[src/rtl/coh_bus_arbiter_pkg.sv]
// Shared types for the two-CPU coherence bus sequencer and the cache datasel muxes.
package coh_bus_arbiter_pkg;

  typedef enum logic [1:0] {
    RD_MISS = 2'b00,
    WR_MISS = 2'b01,
    INVAL   = 2'b10,
    RSVD    = 2'b11
  } coh_op_t;

  typedef enum logic [2:0] {
    IDLE,
    SNOOP,
    XFER,
    MEM,
    DONE
  } arb_state_t;

  localparam logic SOURCE_DMEM       = 1'b0;
  localparam logic SOURCE_OTHER_PROC = 1'b1;

  localparam int CNT_W = 4;

endpackage

[src/rtl/coh_bus_arbiter_rr_arb2.sv]
// Two-way round-robin pick: on a tie the CPU that did not finish last wins.
module rr_arb2 (
  input  logic req_0,
  input  logic req_1,
  input  logic last_owner,
  output logic valid,
  output logic winner
);

  assign valid  = req_0 | req_1;
  assign winner = (req_0 & req_1) ? ~last_owner : req_1;

endmodule

[src/rtl/coh_bus_arbiter.sv]
// Coherence bus sequencer: arbitrate, snoop the non-owner, then forward or hit dmem.
module coh_bus_arbiter
  import coh_bus_arbiter_pkg::*;
#(
  parameter int ADDR_W   = 11,
  parameter int DMEM_LAT = 4
) (
  input  logic              clk,
  input  logic              rst_n,
  input  logic              req_0,
  input  logic              req_1,
  input  logic [1:0]        op_0,
  input  logic [1:0]        op_1,
  input  logic [ADDR_W-1:0] addr_0,
  input  logic [ADDR_W-1:0] addr_1,
  input  logic              snoop_hit,
  output logic              grant_0,
  output logic              grant_1,
  output logic              snoop_req,
  output logic              snoop_inval,
  output logic [ADDR_W-1:0] snoop_addr,
  output logic              dmem_rd,
  output logic              dmem_wr,
  output logic [ADDR_W-1:0] dmem_addr,
  output logic              src_other,
  output logic              done_0,
  output logic              done_1,
  output logic              busy
);

  arb_state_t        state, state_n;
  coh_op_t           op, op_n;
  logic              owner, owner_n;
  logic              last_owner, last_owner_n;
  logic [ADDR_W-1:0] addr, addr_n;
  logic [CNT_W-1:0]  cnt, cnt_n;
  logic              pick_vld, pick_win;

  rr_arb2 u_rr (
    .req_0      (req_0),
    .req_1      (req_1),
    .last_owner (last_owner),
    .valid      (pick_vld),
    .winner     (pick_win)
  );

  always_ff @(posedge clk or negedge rst_n) begin
    if (!rst_n) begin
      state      <= IDLE;
      op         <= RD_MISS;
      owner      <= 1'b0;
      last_owner <= 1'b1;
      addr       <= '0;
      cnt        <= '0;
    end else begin
      state      <= state_n;
      op         <= op_n;
      owner      <= owner_n;
      last_owner <= last_owner_n;
      addr       <= addr_n;
      cnt        <= cnt_n;
    end
  end

  always_comb begin
    state_n      = state;
    op_n         = op;
    owner_n      = owner;
    last_owner_n = last_owner;
    addr_n       = addr;
    cnt_n        = cnt;
    case (state)
      IDLE: if (pick_vld) begin
        owner_n = pick_win;
        op_n    = coh_op_t'(pick_win ? op_1 : op_0);
        addr_n  = pick_win ? addr_1 : addr_0;
        state_n = (op_n == RSVD) ? DONE : SNOOP;
      end
      SNOOP: begin
        cnt_n = CNT_W'(DMEM_LAT - 1);
        case (op)
          RD_MISS: state_n = snoop_hit ? XFER : MEM;
          WR_MISS: state_n = MEM;
          default: state_n = DONE;
        endcase
      end
      XFER: state_n = DONE;
      // Counter holds the remaining strobe cycles after the current one.
      MEM: begin
        if (cnt == '0) state_n = DONE;
        else           cnt_n   = cnt - 1'b1;
      end
      DONE: begin
        last_owner_n = owner;
        state_n      = IDLE;
      end
      default: state_n = IDLE;
    endcase
  end

  assign busy        = (state != IDLE);
  assign grant_0     = busy & ~owner;
  assign grant_1     = busy & owner;
  assign snoop_req   = (state == SNOOP);
  assign snoop_inval = snoop_req & (op != RD_MISS);
  assign snoop_addr  = addr;
  assign dmem_rd     = (state == MEM) & (op == RD_MISS);
  assign dmem_wr     = (state == MEM) & (op == WR_MISS);
  assign dmem_addr   = addr;
  assign src_other   = (state == XFER) ? SOURCE_OTHER_PROC : SOURCE_DMEM;
  assign done_0      = (state == DONE) & ~owner;
  assign done_1      = (state == DONE) & owner;

endmodule

[config.mk]
export PLATFORM = sky130hd
export DESIGN_NAME = coh_bus_arbiter
export DESIGN_NICKNAME = d
export VERILOG_FILES = /design/src/rtl/coh_bus_arbiter_pkg.sv /design/src/rtl/coh_bus_arbiter_rr_arb2.sv /design/src/rtl/coh_bus_arbiter.sv
export SDC_FILE = /design/constraint.sdc
export NUM_CORES = 1
export LEC_CHECK = 0
export BUFFER_PORTS_ARGS = -buffer_cell sky130_fd_sc_hd__buf_4
export CAP_MARGIN = 25
export CORE_UTILIZATION = 30
export DETAILED_ROUTE_END_ITERATION = 16
export PLACE_DENSITY = 0.66
export SYNTH_ARGS = -nofsm -noshare
export SYNTH_HDL_FRONTEND = slang
export SYNTH_SLANG_ARGS = --single-unit
export TNS_END_PERCENT = 100
[constraint.sdc]
create_clock -name clk -period 3.2 [get_ports clk]
set_clock_uncertainty 0.05 [all_clocks]
set_input_delay 0.32 -clock clk [delete_from_list [all_inputs] [get_ports clk]]
set_output_delay 0.32 -clock clk [all_outputs]
set_load 0.01 [all_outputs]
==> metrics <==
Worst EP required about 2.8 ns; post-synthesis sequential area ratio between 30% and 40%; Synth cell types 37; critical path's slowest cell dfrtp_1; outcome finished, final reports clean; total CTS buffers 3; area grow syn2layout 35.02%; initial antenna violation count 0; cell area after synthesis 1383 sq um; total core area about 4400 sq um; total negative slack 0 ns; die area a little under 5000 sq um; share of the synthesized area in the top cell type roughly two fifths; Layout Nets 200; Worst VDD drop 0.0003703 V; synth cell count leaders dfrtp_1, mux2_2, buf_4; Max-slew headroom 43.22%; largest family of logic cells by synthesized area multiplexers; Cell Chain, Critical Path or3_4 -> and2_1 -> buf_4; Synth area leader dfrtp_1; power density over the cells 935.5 nW/um^2; FF+latch count, synth 22; Worst Setup End Kind output port; WS Path Type reg2out; Die Ht approximately 70 microns; drt first pass iters 4; Worst Path Arrival approximately 1.7 ns; Slew Viols, Final 0; Bufs and invs on worst path 1; number of port buffers 62; RSZ-0062 raised after global routing no; CTS tree yes; Pleak about 0.89 nW; post-synthesis mux area share 25.43%; total routed wirelength 2928 microns; Setup Viol. Count Final 0; Worst path max stage delay about 0.58 ns; Crit path max-delay family simple AND/OR/NAND/NOR gates; # resized after CTS 0; Max Root-Sink Buffers 2; first-pass GRT wire length 4629 microns; grt total ovfl 0; Post-DP HPWL 2181 microns; Synth Net Count between 100 and 150; pre-CTS WS ~1.2 ns; Core Rows 24; vias in the first global route about 980; Post-CTS Setup Inserts 0; Routed WL per cell about 13 microns; H-Tree Depth 1; most common cell in the netlist dfrtp_1; Slew @ Worst Pin 0.8467 ns; Syn Inst Count between 100 and 150; IO Pins between 60 and 70; fill count 438; final setup margin 1.181 ns; ant diodes 0; antenna viol nets, final 0; pin count of the biggest net entering global routing 23; Worst-path clk slew ~0.080 ns; Multi-input gate area between 600 and 700 sq um; root buf cell clkbuf_8; total clock sinks 22; Reg area 551.8 sq um; Synth Flop Type dfrtp_1; critical path peak fanout 19; fin crit period just over 2 ns; critical path launch point type register; number of synthesized flops with an enable pin 0; vias between 1000 and 1500; Detailed Route Iter0 Violations 17; post-synthesis area per instance around 12 sq um; Residual DRC 0; Final Hold Viols 0; post-synthesis adder-cell area fraction less than 1%; Synth area leaders dfrtp_1, mux2_2, mux2_4; routability congestion estimate from global placement 0.8212; All-Layer GR Usage roughly 12%; worst skew pair latency 0.26 ns; Starting Density roughly a third; Hold WC Path Type in2reg; post-synthesis compound-gate area fraction about a tenth; Tcrit/Tclk final between 60% and 70%; xor and xnor fraction of the mapped netlist area 0%; Max Freq 495.3 MHz; final design utilization roughly 43%; max_cap viols 0; Async S/R FF share, synth 100.0%; share of cells above drive strength 1 between 50% and 60%; Post-Synth Simple-Gate Area 13.67%; Die Width roughly 70 microns; cts hold-fix bufs 1; vias per inst ~4.8; YS warnings 0
placed cells by master, fill, tap and decap left out, drive strengths merged, types with 2 or more instances in the layout:
| cell type | instances |
|---|---|
| a211oi | 4 |
| o22ai | 3 |
| o31ai | 2 |
| nor2 | 6 |
| a22o | 2 |
| inv | 4 |
| nor2b | 4 |
| nor3b | 3 |
| a31oi | 2 |
| mux2 | 27 |
| or4 | 2 |
| buf | 62 |
| nand2b | 2 |
| clkbuf | 3 |
| a21o | 2 |
| dfrtp | 21 |
per-layer routing:
| layer | share of wire, % | track usage [%] | vias to the layer above | routed length [microns] |
|---|---|---|---|---|
| met5 | 0 | 0 | - | 0 |
| met4 | 2.1 | 6.000 | 0 | 61 |
| met3 | 5.3 | 2.020 | 4 | 156 |
| met2 | 49 | 20.51 | 43 | 1449 |
| met1 | 43 | 14.68 | 485 | 1261 |
| li1 | - | - | 513 | - |
layout make-up:
type,count,area share [%]
inverter,4,0.8043
multi-input combinational,74,36.86
timing repair buffer,63,25.47
clock inverter,1,1.609
tap,52,3.485
sequential,22,29.56
clock buffer,3,2.212
power breakdown:
part | switching, W | internal (W) | leakage (nW)
clock network | 0.0000889 | 0.000167 | 0.0357
registers | 0.000153 | 0.000408 | 0.259
logic | 0.000375 | 0.000554 | 0.596
total | 0.000617 | 0.00113 | 0.891
registers in the layout (all words and copies together) (netlist names):
| signal | cells |
|---|---|
| state | 3 |
| last_owner | 1 |
| owner | 1 |
| op | 2 |
| dmem_addr | 11 |
| cnt | 4 |
logic make-up (layout without fill, tap and decap cells):
group	count (synthesis)	in the layout
buf+inv	20	71
flops	22	22
simple gates	27	27
compound gates	18	18
mux	28	28
fa+ha+maj	1	1
worst reg2reg max path, stage by stage (launching register included):
cell,delay (ns)
dfrtp_1,0.58
or3_4,0.50
nor2_8,0.31
mux2_2,0.38
worst paths after layout:
check	startpoint	to	slack, ns	cells after the start
worst max register to register	state[1]	dmem_addr[5]	1.26	3
worst max-delay path	state[1]	grant_1	1.18	3
worst min-delay path	addr_1[9]	dmem_addr[9]	0.36	3
max in group asynchronous	rst_n	last_owner	2.39	2
min in group asynchronous	rst_n	cnt[1]	0.43	2
worst min register to register	last_owner	last_owner	0.48	1
stage by stage:
step	total power, W	cell area, sq um	hold slack (ns)	std cells
finish	0.001746	1867	0.3630	219
global route	0.001863	1867	0.3517	219
CTS	0.001773	1867	0.3565	219
detailed placement	0.001509	1785	0.1799	214
global placement	0.001487	1785	0.1796	214
floorplan	0.001231	1383	-0.02559	116
(Power assumes the default switching activity.)
